$ cat src/rtl/vme_pkg.sv
// vme_pkg: shared VME signal levels, A24 address modifiers and responder state encoding.
package vme_pkg;
  localparam logic ACTIVE   = 1'b0;
  localparam logic INACTIVE = 1'b1;
  localparam logic DIR_IN   = 1'b1;
  localparam logic DIR_OUT  = 1'b0;
  localparam logic [5:0] AM_A24_UD = 6'h39;
  localparam logic [5:0] AM_A24_UP = 6'h3A;
  localparam logic [5:0] AM_A24_SD = 6'h3D;
  localparam logic [5:0] AM_A24_SP = 6'h3E;
  typedef enum logic [2:0] {
    IDLE,
    DECODE,
    ACCESS,
    ACK,
    BERR_ST,
    RELEASE,
    IGNORE
  } state_e;
  function automatic logic am_a24(input logic [5:0] am);
    return am inside {AM_A24_UD, AM_A24_UP, AM_A24_SD, AM_A24_SP};
  endfunction
endpackage

$ cat src/rtl/vme_sync.sv
// vme_sync: multi-bit flop-chain synchroniser, resets to all ones (strobes released).
module vme_sync #(
  parameter int W      = 1,
  parameter int STAGES = 2
) (
  input  logic         clock_i,
  input  logic         reset_i,
  input  logic [W-1:0] d_i,
  output logic [W-1:0] q_o
);
  logic [W-1:0] sync_q [STAGES];
  always_ff @(posedge clock_i or posedge reset_i) begin
    if (reset_i) begin
      for (int i = 0; i < STAGES; i++) sync_q[i] <= '1;
    end else begin
      sync_q[0] <= d_i;
      for (int i = 1; i < STAGES; i++) sync_q[i] <= sync_q[i-1];
    end
  end
  assign q_o = sync_q[STAGES-1];
endmodule

$ cat src/rtl/vme_slave_responder.sv
// vme_slave_responder: VME A24 slave decoding the card window into single local-bus transfers.
module vme_slave_responder
  import vme_pkg::*;
#(
  parameter logic [7:0] BASE_ADDR      = 8'hF0,
  parameter logic [7:0] BASE_MASK      = 8'hFF,
  parameter int         TIMEOUT_CYCLES = 255,
  parameter int         SYNC_STAGES    = 2
) (
  input  logic        clock_i,
  input  logic        reset_i,
  input  logic        vme_as_i,
  input  logic [1:0]  vme_ds_i,
  input  logic        vme_lword_i,
  input  logic        vme_write_i,
  input  logic [5:0]  vme_address_mod_i,
  input  logic [22:0] vme_address_i,
  input  logic        vme_iack_i,
  output logic        vme_dtack_o,
  output logic        vme_berr_o,
  output logic        data_oe_o,
  output logic        data_dir_o,
  output logic        local_req_o,
  output logic        local_write_o,
  output logic [21:0] local_addr_o,
  output logic [3:0]  local_be_o,
  input  logic        local_ack_i,
  input  logic        local_err_i,
  output logic        busy_o
);
  localparam int CW = $clog2(TIMEOUT_CYCLES + 1) < 8 ? 8 : $clog2(TIMEOUT_CYCLES + 1);
  logic [2:0] strobe_s;
  logic as_s;
  logic [1:0] ds_s;
  state_e state_q;
  logic [22:0] addr_q;
  logic lword_q, write_q;
  logic [CW-1:0] cnt_q, cnt_d;
  logic dtack_q, berr_q, oe_q, dir_q, req_q, lwrite_q;
  logic [21:0] laddr_q;
  logic [3:0] be_q, be_d;
  logic hit, illegal, timeout;
  vme_sync #(.W(3), .STAGES(SYNC_STAGES)) u_sync (
    .clock_i (clock_i),
    .reset_i (reset_i),
    .d_i     ({vme_as_i, vme_ds_i}),
    .q_o     (strobe_s)
  );
  assign as_s = strobe_s[2];
  assign ds_s = strobe_s[1:0];
  always_comb begin
    hit     = vme_iack_i && am_a24(vme_address_mod_i) &&
              (((vme_address_i[22:15] ^ BASE_ADDR) & BASE_MASK) == 8'h00);
    illegal = !lword_q && (addr_q[0] || ds_s != 2'b00);
    be_d    = !lword_q ? 4'b1111 : addr_q[0] ? {2'b00, ~ds_s} : {~ds_s, 2'b00};
    cnt_d   = cnt_q == '1 ? cnt_q : cnt_q + 1'b1;
    timeout = cnt_q >= CW'(TIMEOUT_CYCLES - 1);
  end
  // vme_write is active low: write_q == 1 means a read, so the card drives the bus.
  always_ff @(posedge clock_i or posedge reset_i) begin
    if (reset_i) begin
      state_q  <= IDLE;
      addr_q   <= '0;
      lword_q  <= 1'b1;
      write_q  <= 1'b1;
      cnt_q    <= '0;
      dtack_q  <= INACTIVE;
      berr_q   <= INACTIVE;
      oe_q     <= INACTIVE;
      dir_q    <= DIR_IN;
      req_q    <= 1'b0;
      lwrite_q <= 1'b0;
      laddr_q  <= '0;
      be_q     <= '0;
    end else begin
      case (state_q)
        IDLE: if (!as_s) begin
          addr_q  <= vme_address_i;
          lword_q <= vme_lword_i;
          write_q <= vme_write_i;
          state_q <= hit ? DECODE : IGNORE;
        end
        DECODE: if (ds_s != 2'b11) begin
          if (illegal) begin
            state_q <= BERR_ST;
            berr_q  <= ACTIVE;
            oe_q    <= INACTIVE;
          end else begin
            state_q  <= ACCESS;
            req_q    <= 1'b1;
            lwrite_q <= !write_q;
            laddr_q  <= addr_q[22:1];
            be_q     <= be_d;
            dir_q    <= write_q ? DIR_OUT : DIR_IN;
            oe_q     <= ACTIVE;
            cnt_q    <= '0;
          end
        end
        ACCESS: begin
          cnt_q <= cnt_d;
          if (local_err_i || timeout) begin
            req_q   <= 1'b0;
            state_q <= BERR_ST;
            berr_q  <= ACTIVE;
            oe_q    <= INACTIVE;
          end else if (local_ack_i) begin
            req_q   <= 1'b0;
            state_q <= ACK;
            dtack_q <= ACTIVE;
          end
        end
        ACK: if (ds_s == 2'b11 && as_s) begin
          state_q <= RELEASE;
          dtack_q <= INACTIVE;
          oe_q    <= INACTIVE;
          dir_q   <= DIR_IN;
        end
        BERR_ST: if (ds_s == 2'b11) begin
          state_q <= RELEASE;
          berr_q  <= INACTIVE;
          oe_q    <= INACTIVE;
          dir_q   <= DIR_IN;
        end
        RELEASE: state_q <= IDLE;
        IGNORE: if (as_s) state_q <= IDLE;
        default: state_q <= IDLE;
      endcase
    end
  end
  assign vme_dtack_o   = dtack_q;
  assign vme_berr_o    = berr_q;
  assign data_oe_o     = oe_q;
  assign data_dir_o    = dir_q;
  assign local_req_o   = req_q;
  assign local_write_o = lwrite_q;
  assign local_addr_o  = laddr_q;
  assign local_be_o    = be_q;
  assign busy_o        = state_q != IDLE;
endmodule

$ cat config.mk
export PLATFORM = sky130hd
export DESIGN_NAME = vme_slave_responder
export DESIGN_NICKNAME = d
export VERILOG_FILES = /design/src/rtl/vme_pkg.sv /design/src/rtl/vme_sync.sv /design/src/rtl/vme_slave_responder.sv
export SDC_FILE = /design/constraint.sdc
export NUM_CORES = 1
export LEC_CHECK = 0
export CAP_MARGIN = 10
export CORE_ASPECT_RATIO = 1.5
export CORE_UTILIZATION = 50
export CTS_CLUSTER_SIZE = 8
export DETAILED_ROUTE_END_ITERATION = 6
export PLACE_DENSITY = 0.87
export SETUP_SLACK_MARGIN = 0.15
export SLEW_MARGIN = 30
export SYNTH_ARGS = -nofsm -noshare
export SYNTH_HDL_FRONTEND = slang
export SYNTH_HIERARCHICAL = 1
export SYNTH_SLANG_ARGS = --single-unit
$ cat constraint.sdc
create_clock -name clock_i -period 3.22 [get_ports clock_i]
set_clock_uncertainty 0.15 [all_clocks]
set_input_delay 0.644 -clock clock_i [delete_from_list [all_inputs] [get_ports clock_i]]
set_output_delay 0.644 -clock clock_i [all_outputs]
set_load 0.02 [all_outputs]
==> run_results.csv, run 1 <==
group,metric,value,unit
worst_setup_path,cp_slowest_cell,"dfrtp_1",
global_route,grt_max_degree,31,
timing,setup_viol,0,
floorplanning,core-area,6130,sq um
placement,post-dp-hpwl,4430,um
cts,root_buffer,"clkbuf_8",
power_and_ir_drop,peakVddDrop,503,uV
timing,fin_crit_sh,85.0,%
logic_synthesis,syn_area,3180,sq um
logic_synthesis,synth_edf_count,0,
worst_setup_path,slowest_delay,0.57,ns
power_and_ir_drop,p_leak,1.76,nW
cts,cts_setup_buffers,0,
timing,hold_viol_final,0,
cts,htreeDepth,3,
global_route,track_usage,21.8,%
timing,tightest_slew,0.658,ns
global_route,grt_pass1_vias,2279,
timing,relSlewSlack,55.5,%
timing,fmax,366,MHz
cells_and_area,syn2layout_area_growth,31.8,%
cts,cts_buffer_depth,2,
worst_setup_path,worstPathCellList,"or3_1 -> clkdlybuf4s50_1",
cells_and_area,fin_cells,397,
floorplanning,row_count,35,
worst_setup_path,critPathCaptureType,"output pin",
timing,rsz0062_at_grt,"no",
logic_synthesis,synth_top_area_share,48.8,%
route,drtIter0Drc,63,
cells_and_area,final_util,68.4,%
logic_synthesis,yosys_warnings,6,
logic_synthesis,syn_area_per_cell,12.9,sq um
cells_and_area,nets,359,
timing,fin_tns_setup,0,ns
timing,layout_setup_ws,0.484,ns
cts,path_clk_slew,0.07,ns
worst_hold_path,worst_hold_path_type,"flop to flop",
run,drv_cap,0,
cells_and_area,antenna_cells_inserted,0,
worst_setup_path,arrival,1.94,ns
route,routedWlPerCell,16.1,um
logic_synthesis,ys_async_sr_fraction,100,%
floorplanning,design.die.area,6690,sq um
worst_setup_path,cp_max_fo,17,
floorplanning,start_util,51.9,%
cts,holdBufCountCts,0,
floorplanning,die_x,67.1,um
placement,place_ws,0.334,ns
cells_and_area,multiInputGateArea,1220,sq um
route,drc_errors,0,
logic_synthesis,yosys-top-cells-area,"dfrtp_1 (49%), mux2_2 (18%), dfstp_2 (9.9%)",
logic_synthesis,yosys.area.top_type,"dfrtp_1",
route,routed_wl,6390,um
run_status,status,"complete, no violations",
cts,clk-insertion-delay-late,0.35,ns
cells_and_area,final-seq-area,1870,sq um
placement,portBuffers,70,
logic_synthesis,syn_inst,247,
logic_synthesis,ys_seq_elements,74,
placement,gp_congestion,0.884,
timing,whs,0.207,ns
logic_synthesis,synth.most_common_cell,"dfrtp_1",
cts,cts.sinks,74,
logic_synthesis,synth_nets,288,
worst_setup_path,crit_family,"flip-flops",
route,viasPerCell,5.53,
cells_and_area,drive_gt1_share,26.6,%
route,vias,2194,
logic_synthesis,synth.distinct_cells,44,
timing,final_max_slew_viol_count,0,
cts,cts_made_buffers,9,
cells_and_area,fillers,466,
worst_setup_path,crit_type,"flop to output pin",
floorplanning,die-height,99.7,um
route,drt_first_pass_iters,4,
timing,finalCriticalPeriod,2.74,ns
global_route,grt_pass1_wl,10800,um
cts,cts_tree,"yes",
logic_synthesis,synth_ff_type,"dfrtp_1",
worst_setup_path,crit_required,2.43,ns
global_route,antenna_found_initial,0,
worst_setup_path,worst-path-buf-inv,1,
floorplanning,io_pins,72,
power_and_ir_drop,p_per_area,942,nW/um^2
logic_synthesis,synth_commonest_cells,"dfrtp_1 (62), mux2_2 (50), nor2_1 (14)",
global_route,grt_overflow,0,
worst_setup_path,worst_setup_path_start_kind,"flop",
cts,cts_resized,0,
route,ant_nets,0,
placement,dp.cells,381,
logic_synthesis,yosysSeqAreaShare,58.7,%
[final timing paths]
kind / from / to / slack [ns] / depth (start not counted)
max: state_q[1] / busy_o / 0.48 / 2
min: u_sync/sync_q[4] / u_sync/q_o[1] / 0.21 / 0
max reg2reg: state_q[1] / cnt_q[1] / 0.88 / 4
min reg2reg: u_sync/sync_q[4] / u_sync/q_o[1] / 0.21 / 0
max in group asynchronous: reset_i / addr_q[19] / 1.60 / 3
min in group asynchronous: reset_i / cnt_q[2] / 0.53 / 2
[per-layer routing]
| metal | wire length, um | GRT usage [%] | vias to the layer above | share of wire [%] |
|---|---|---|---|---|
| li1 | - | - | 1035 | - |
| met1 | 2610 | 26.2 | 1084 | 41 |
| met2 | 3360 | 36.2 | 65 | 53 |
| met3 | 335 | 6.42 | 10 | 5.2 |
| met4 | 81 | 7.86 | 0 | 1.3 |
| met5 | 0 | 0 | - | 0 |
[flip-flops by register name, summed over array words and instances, names as in the netlist, 3 cells and up]
signal and flops:
state_q 3, u_sync/sync_q 3, u_sync/q_o 3, local_addr_o 22, local_be_o 4, cnt_q 8, addr_q 23
[stage by stage]
stage	power [W]	area, sq um
after floorplan	0.00249	3180
after CTS	0.00399	4190
after global routing	0.00419	4190
after global placement	0.00304	3950
after detailed placement	0.00310	3950
final	0.00395	4190
[cell type report]
type / instances / share of cell area [%]
Multi-Input combinational cell: 151 / 29.0
Clock buffer: 10 / 3.04
Tap cell: 74 / 2.21
Timing Repair Buffer: 74 / 17.7
Sequential cell: 74 / 44.5
Clock inverter: 6 / 2.75
Inverter: 8 / 0.716
[power breakdown]
group	switching (W)	internal, W	total (W)
combinational	0.000665	0.000798	0.00146
clock	0.000347	0.000518	0.000865
sequential	0.000283	0.00134	0.00162
[placed cells by master, fill, tap and decap left out, types with 5 or more instances in the layout]
cell,n
a21oi_1,8
clkbuf_8,9
clkdlybuf4s50_1,70
dfrtp_1,62
dfstp_2,12
inv_1,7
mux2_2,50
nand2b_1,5
nor2_1,13
o21ai_0,9
o31ai_1,6
or3_1,5
[cells by family after synthesis]
family,Yosys count,share of synthesized area (%)
XOR/XNOR,3,0.826
multiplexers,54,19.0
adder cells (fa/ha/maj),2,0.786
AND/OR/NAND/NOR,49,8.53
AO/OA/AOI/OAI,43,9.08
flip-flops,74,58.7
buffers and inverters,22,3.15
Note: power is estimated with default switching activity, not from simulation.
==> run 2: changes to the inputs <==
==> constraint.sdc (replaced) <==
create_clock -name clock_i -period 2.9 [get_ports clock_i]
set_clock_uncertainty 0.15 [all_clocks]
set_input_delay 0.58 -clock clock_i [delete_from_list [all_inputs] [get_ports clock_i]]
set_output_delay 0.58 -clock clock_i [all_outputs]
set_load 0.02 [all_outputs]
==> run_results.csv, run 2 (synthesized netlist as in run 1, its figures left out) <==
group,metric,value,unit
run_status,status,"complete, no violations",
cts,clk-insertion-delay-late,0.34,ns
cts,cts.sinks,74,
cells_and_area,layout_commonest_cell,"clkdlybuf4s50_1",
worst_setup_path,cp_max_fo,14,
global_route,grt_use_met2,34.2,%
route,routedWlPerCell,15.7,um
cts,cts_tree,"yes",
worst_setup_path,cp_slowest_cell,"clkdlybuf4s50_1",
cells_and_area,fin_cells,401,
cts,cts_setup_buffers,0,
timing,fin_crit_sh,89.6,%
worst_setup_path,worst_setup_path_start_kind,"flop",
power_and_ir_drop,p_per_area,1020,nW/um^2
cells_and_area,final_cell_mix,"clkdlybuf4s50_1 (70), dfrtp_1 (62), mux2_2 (50)",
timing,tightest_slew,0.629,ns
global_route,grt_overflow,0,
placement,post-dp-hpwl,4550,um
run,drv_cap,0,
timing,relSlewSlack,57.5,%
route,ant_nets,0,
cts,path_clk_slew,0.08,ns
placement,gp_congestion,0.933,
global_route,top_usage_layer,"met2",
global_route,track_usage,21.1,%
cells_and_area,syn2layout_area_growth,31.4,%
cells_and_area,design_area,4180,sq um
timing,rsz0062_at_grt,"no",
cts,root_buffer,"clkbuf_8",
route,vias,2222,
route,drtIter0Drc,62,
global_route,grt_pass1_wl,10600,um
worst_setup_path,slowest_delay,0.56,ns
cells_and_area,final-seq-area,1870,sq um
cells_and_area,drive_gt1_share,27.5,%
cells_and_area,fillers,450,
cts,cts_resized,0,
floorplanning,core-area,6130,sq um
cts,htreeDepth,3,
worst_setup_path,worst-path-buf-inv,1,
global_route,grtUsageMet1,26.3,%
timing,finalCriticalPeriod,2.60,ns
global_route,grt_pass1_vias,2252,
cells_and_area,largest_reg_flops,23,
global_route,grt_max_degree,28,
global_route,use_met3,5.05,%
cts,cts_buffer_depth,2,
cells_and_area,regMostFlops,"addr_q",
timing,setup_viol,0,
floorplanning,start_util,51.9,%
global_route,antenna_found_initial,0,
placement,portBuffers,70,
timing,final_max_slew_viol_count,0,
placement,place_ws,0.0993,ns
cells_and_area,final_util,68.2,%
worst_setup_path,critPathCaptureType,"output pin",
route,drc_errors,0,
worst_setup_path,worstPathCellList,"or3_1 -> clkdlybuf4s50_1",
power_and_ir_drop,peakVddDrop,678,uV
route,drt_first_pass_iters,4,
worst_setup_path,arrival,1.87,ns
worst_hold_path,worst_hold_path_type,"flop to flop",
cells_and_area,antenna_cells_inserted,0,
timing,layout_setup_ws,0.303,ns
power_and_ir_drop,p_leak,1.77,nW
timing,fin_tns_setup,0,ns
timing,hold_viol_final,0,
placement,dp.cells,385,
cells_and_area,multiInputGateArea,1220,sq um
worst_setup_path,crit_required,2.17,ns
floorplanning,row_count,35,
cts,cts_made_buffers,9,
floorplanning,io_pins,72,
route,viasPerCell,5.54,
route,routed_wl,6290,um
placement,placed_area,3980,sq um
floorplanning,die_x,67.1,um
floorplanning,die-height,99.7,um
timing,fmax,385,MHz
cts,holdBufCountCts,0,
floorplanning,design.die.area,6690,sq um
cells_and_area,nets,363,
worst_setup_path,crit_family,"buffers and inverters",
worst_setup_path,crit_type,"flop to output pin",
==> run 2: cell types whose count changed in the layout (fill, tap and decap cells not counted) <==
cell,change
buf_4,+4
bufinv_16,-2
clkinv_4,-2
inv_6,+2
clkbuf_8,+1
clkinv_2,+1
==> run 2: final timing paths <==
kind | start | end | slack [ns] | cells after the start
worst max-delay path | state_q[0] | busy_o | 0.30 | 2
worst min-delay path | u_sync/sync_q[3] | u_sync/q_o[0] | 0.21 | 0
worst max register to register | cnt_q[1] | cnt_q[1] | 0.83 | 5
worst min register to register | u_sync/sync_q[3] | u_sync/q_o[0] | 0.21 | 0
max in group asynchronous | reset_i | local_addr_o[21] | 1.45 | 3
min in group asynchronous | reset_i | cnt_q[2] | 0.50 | 2
==> run 2: worst register-to-register path, stage by stage, from the launching register on <==
cell	delay [ns]
dfrtp_1	0.42
ha_1	0.19
nand3_1	0.20
o21ai_1	0.46
o21ai_0	0.22
mux2_2	0.31
==> run 2: layout make-up <==
type	count	share of cell area [%]
tap	74	2.21
timing repair buffer	78	18.5
inverter	8	0.718
clock inverter	5	1.44
sequential	74	44.6
clock buffer	11	3.38
multi-input combinational	151	29.1
==> run 2: metal layers <==
layer	up-vias	wire, um
met3	14	304
met4	0	139
met1	1112	2620
met2	61	3220
met5	-	0
li1	1035	-
==> run 2: power breakdown <==
part | switching (W) | internal, W
Sequential | 0.000283 | 0.00149
Combinational | 0.000761 | 0.000908
Clock | 0.000385 | 0.000426
Total | 0.00143 | 0.00282
==> run 2: through the flow <==
stage          power, W  hold slack [ns]
3_5_place_dp    0.00347            0.197
2_1_floorplan   0.00276            0.195
3_3_place_gp    0.00340            0.196
6_report        0.00425            0.208
5_1_grt         0.00449            0.213
4_1_cts         0.00429            0.209
==> run 3: changes to the inputs <==
--- a/config.mk
+++ b/config.mk
@@ -7,11 +7,10 @@
 export LEC_CHECK = 0
 export CAP_MARGIN = 10
 export CORE_ASPECT_RATIO = 1.5
-export CORE_UTILIZATION = 50
+export CORE_UTILIZATION = 38
 export CTS_CLUSTER_SIZE = 8
 export DETAILED_ROUTE_END_ITERATION = 6
-export PLACE_DENSITY = 0.87
-export SETUP_SLACK_MARGIN = 0.15
+export PLACE_DENSITY = 0.7
 export SLEW_MARGIN = 30
 export SYNTH_ARGS = -nofsm -noshare
 export SYNTH_HDL_FRONTEND = slang
==> run_results.csv, run 3 (synthesized netlist as in run 1, its figures left out) <==
group,metric,value,unit
timing,fin_tns_setup,0,ns
cells_and_area,final_cell_mix,"clkdlybuf4s50_1 (70), dfrtp_1 (62), mux2_2 (50)",
floorplanning,core-area,8060,sq um
timing,relSlewSlack,52.1,%
cells_and_area,regMostFlops,"addr_q",
run,drv_cap,0,
route,routed_wl,6620,um
timing,whs,0.204,ns
worst_setup_path,worstReg2RegEnd,"data_oe_o",
power_and_ir_drop,peakVddDrop,614,uV
cells_and_area,final_util,53.4,%
cells_and_area,fillers,708,
route,routedWlPerCell,15.3,um
floorplanning,die_x,76.7,um
global_route,grt_pass1_vias,2345,
cts,cts.sinks,74,
power_and_ir_drop,p_per_area,1050,nW/um^2
route,ant_nets,0,
timing,tightest_slew,0.709,ns
timing,fmax,395,MHz
cts,cts_setup_buffers,0,
cts,root_buffer,"clkbuf_16",
placement,gp_congestion,0.840,
cts,holdBufCountCts,0,
floorplanning,design.die.area,8750,sq um
cts,path_clk_slew,0.05,ns
timing,setup_viol,0,
global_route,antenna_found_initial,0,
placement,post-dp-hpwl,4780,um
route,viasPerCell,5.19,
cells_and_area,drive_gt1_share,26.7,%
worst_setup_path,timing.rr.start,"u_sync/q_o[0]",
worst_setup_path,crit_required,2.17,ns
placement,portBuffers,70,
timing,fin_crit_sh,87.3,%
power_and_ir_drop,p_leak,1.81,nW
power_and_ir_drop,p_total,0.00453,W
worst_hold_path,min_from,"u_sync/sync_q[3]",
route,drt_first_pass_iters,4,
global_route,grt_pass1_wl,11400,um
timing,rsz0062_at_grt,"no",
floorplanning,row_count,40,
route,drtIter0Drc,108,
floorplanning,io_pins,72,
timing,final_max_slew_viol_count,0,
timing,finalCriticalPeriod,2.53,ns
cts,cts_made_buffers,9,
cts,cts_tree,"yes",
timing,hold_viol_final,0,
worst_setup_path,worst_setup_path_start_kind,"flop",
route,vias,2239,
cts,cts_resized,0,
worst_setup_path,r2r_cells,4,
cts,cts_buffer_depth,2,
global_route,track_usage,17.0,%
global_route,grt_max_degree,51,
worst_hold_path,whs_endpoint,"u_sync/q_o[0]",
worst_setup_path,crit_type,"flop to output pin",
worst_setup_path,worst-r2r-setup-slack,0.82,ns
run_status,status,"complete, no violations",
worst_hold_path,worst_hold_path_type,"flop to flop",
cells_and_area,layout_commonest_cell,"clkdlybuf4s50_1",
cells_and_area,antenna_cells_inserted,0,
cells_and_area,nets,362,
cts,clk-insertion-delay-late,0.33,ns
floorplanning,start_util,39.5,%
cts,htreeDepth,3,
cells_and_area,largest_reg_flops,23,
worst_setup_path,arrival,1.80,ns
global_route,grt_overflow,0,
worst_setup_path,critPathCaptureType,"output pin",
route,drc_errors,0,
cells_and_area,syn2layout_area_growth,35.2,%
worst_setup_path,cp_max_fo,9,
worst_hold_path,hold_depth,0,
floorplanning,die-height,114,um
[run 3: cell count changes in the layout (fill, tap and decap cells not counted), sizes merged]
cell,before,now
inv,10,8
buf,8,7
clkbuf,11,13
clkinvlp,1,0
clkinv,1,2
[run 3: worst max-delay path: stages (launching register included)]
cell             delay (ns)
dfrtp_1                0.47
or3_1                  0.45
clkdlybuf4s50_1        0.56
[run 3: worst max-delay path by stage]
stage / startpoint / to / slack, ns
6_report: state_q[2] / busy_o / 0.37
4_1_cts: state_q[2] / busy_o / 0.34
3_5_place_dp: vme_address_i[15] / state_q[0] / 0.04
3_3_place_gp: vme_address_i[15] / state_q[0] / 0.08
2_1_floorplan: reset_i / addr_q[0] / 0.47
5_1_grt: state_q[2] / busy_o / 0.32
[run 3: cell type report]
class,count,area (sq um),area share [%]
Clock buffer,13,250,5.82
Clock inverter,3,40.0,0.931
Inverter,8,30.0,0.698
Multi-Input combinational cell,151,1220,28.3
Sequential cell,74,1870,43.4
Tap cell,105,131,3.05
Timing Repair Buffer,77,766,17.8
[run 3: through the flow]
stage | instances | setup WS (ns) | area, sq um
floorplan | 247 | 0.468 | 3180
global placement | 415 | 0.0822 | 4010
detailed placement | 415 | 0.0391 | 4010
CTS | 431 | 0.343 | 4300
global route | 431 | 0.325 | 4300
finish | 431 | 0.369 | 4300
[run 3: power by group]
| group | leakage, nW | switching (W) | internal [W] | total (W) |
|---|---|---|---|---|
| combinational | 0.767 | 0.000798 | 0.000910 | 0.00171 |
| sequential | 0.895 | 0.000258 | 0.00149 | 0.00175 |
| clock | 0.144 | 0.000389 | 0.000687 | 0.00108 |
| total | 1.81 | 0.00144 | 0.00309 | 0.00453 |
[run 3: per-layer routing]
layer	track usage [%]	vias to the layer above	part of all wire, %
met2	27.7	63	50
li1	-	1041	-
met3	5.74	14	6.2
met5	0	-	0
met1	19.9	1121	41
met4	8.59	0	2.3
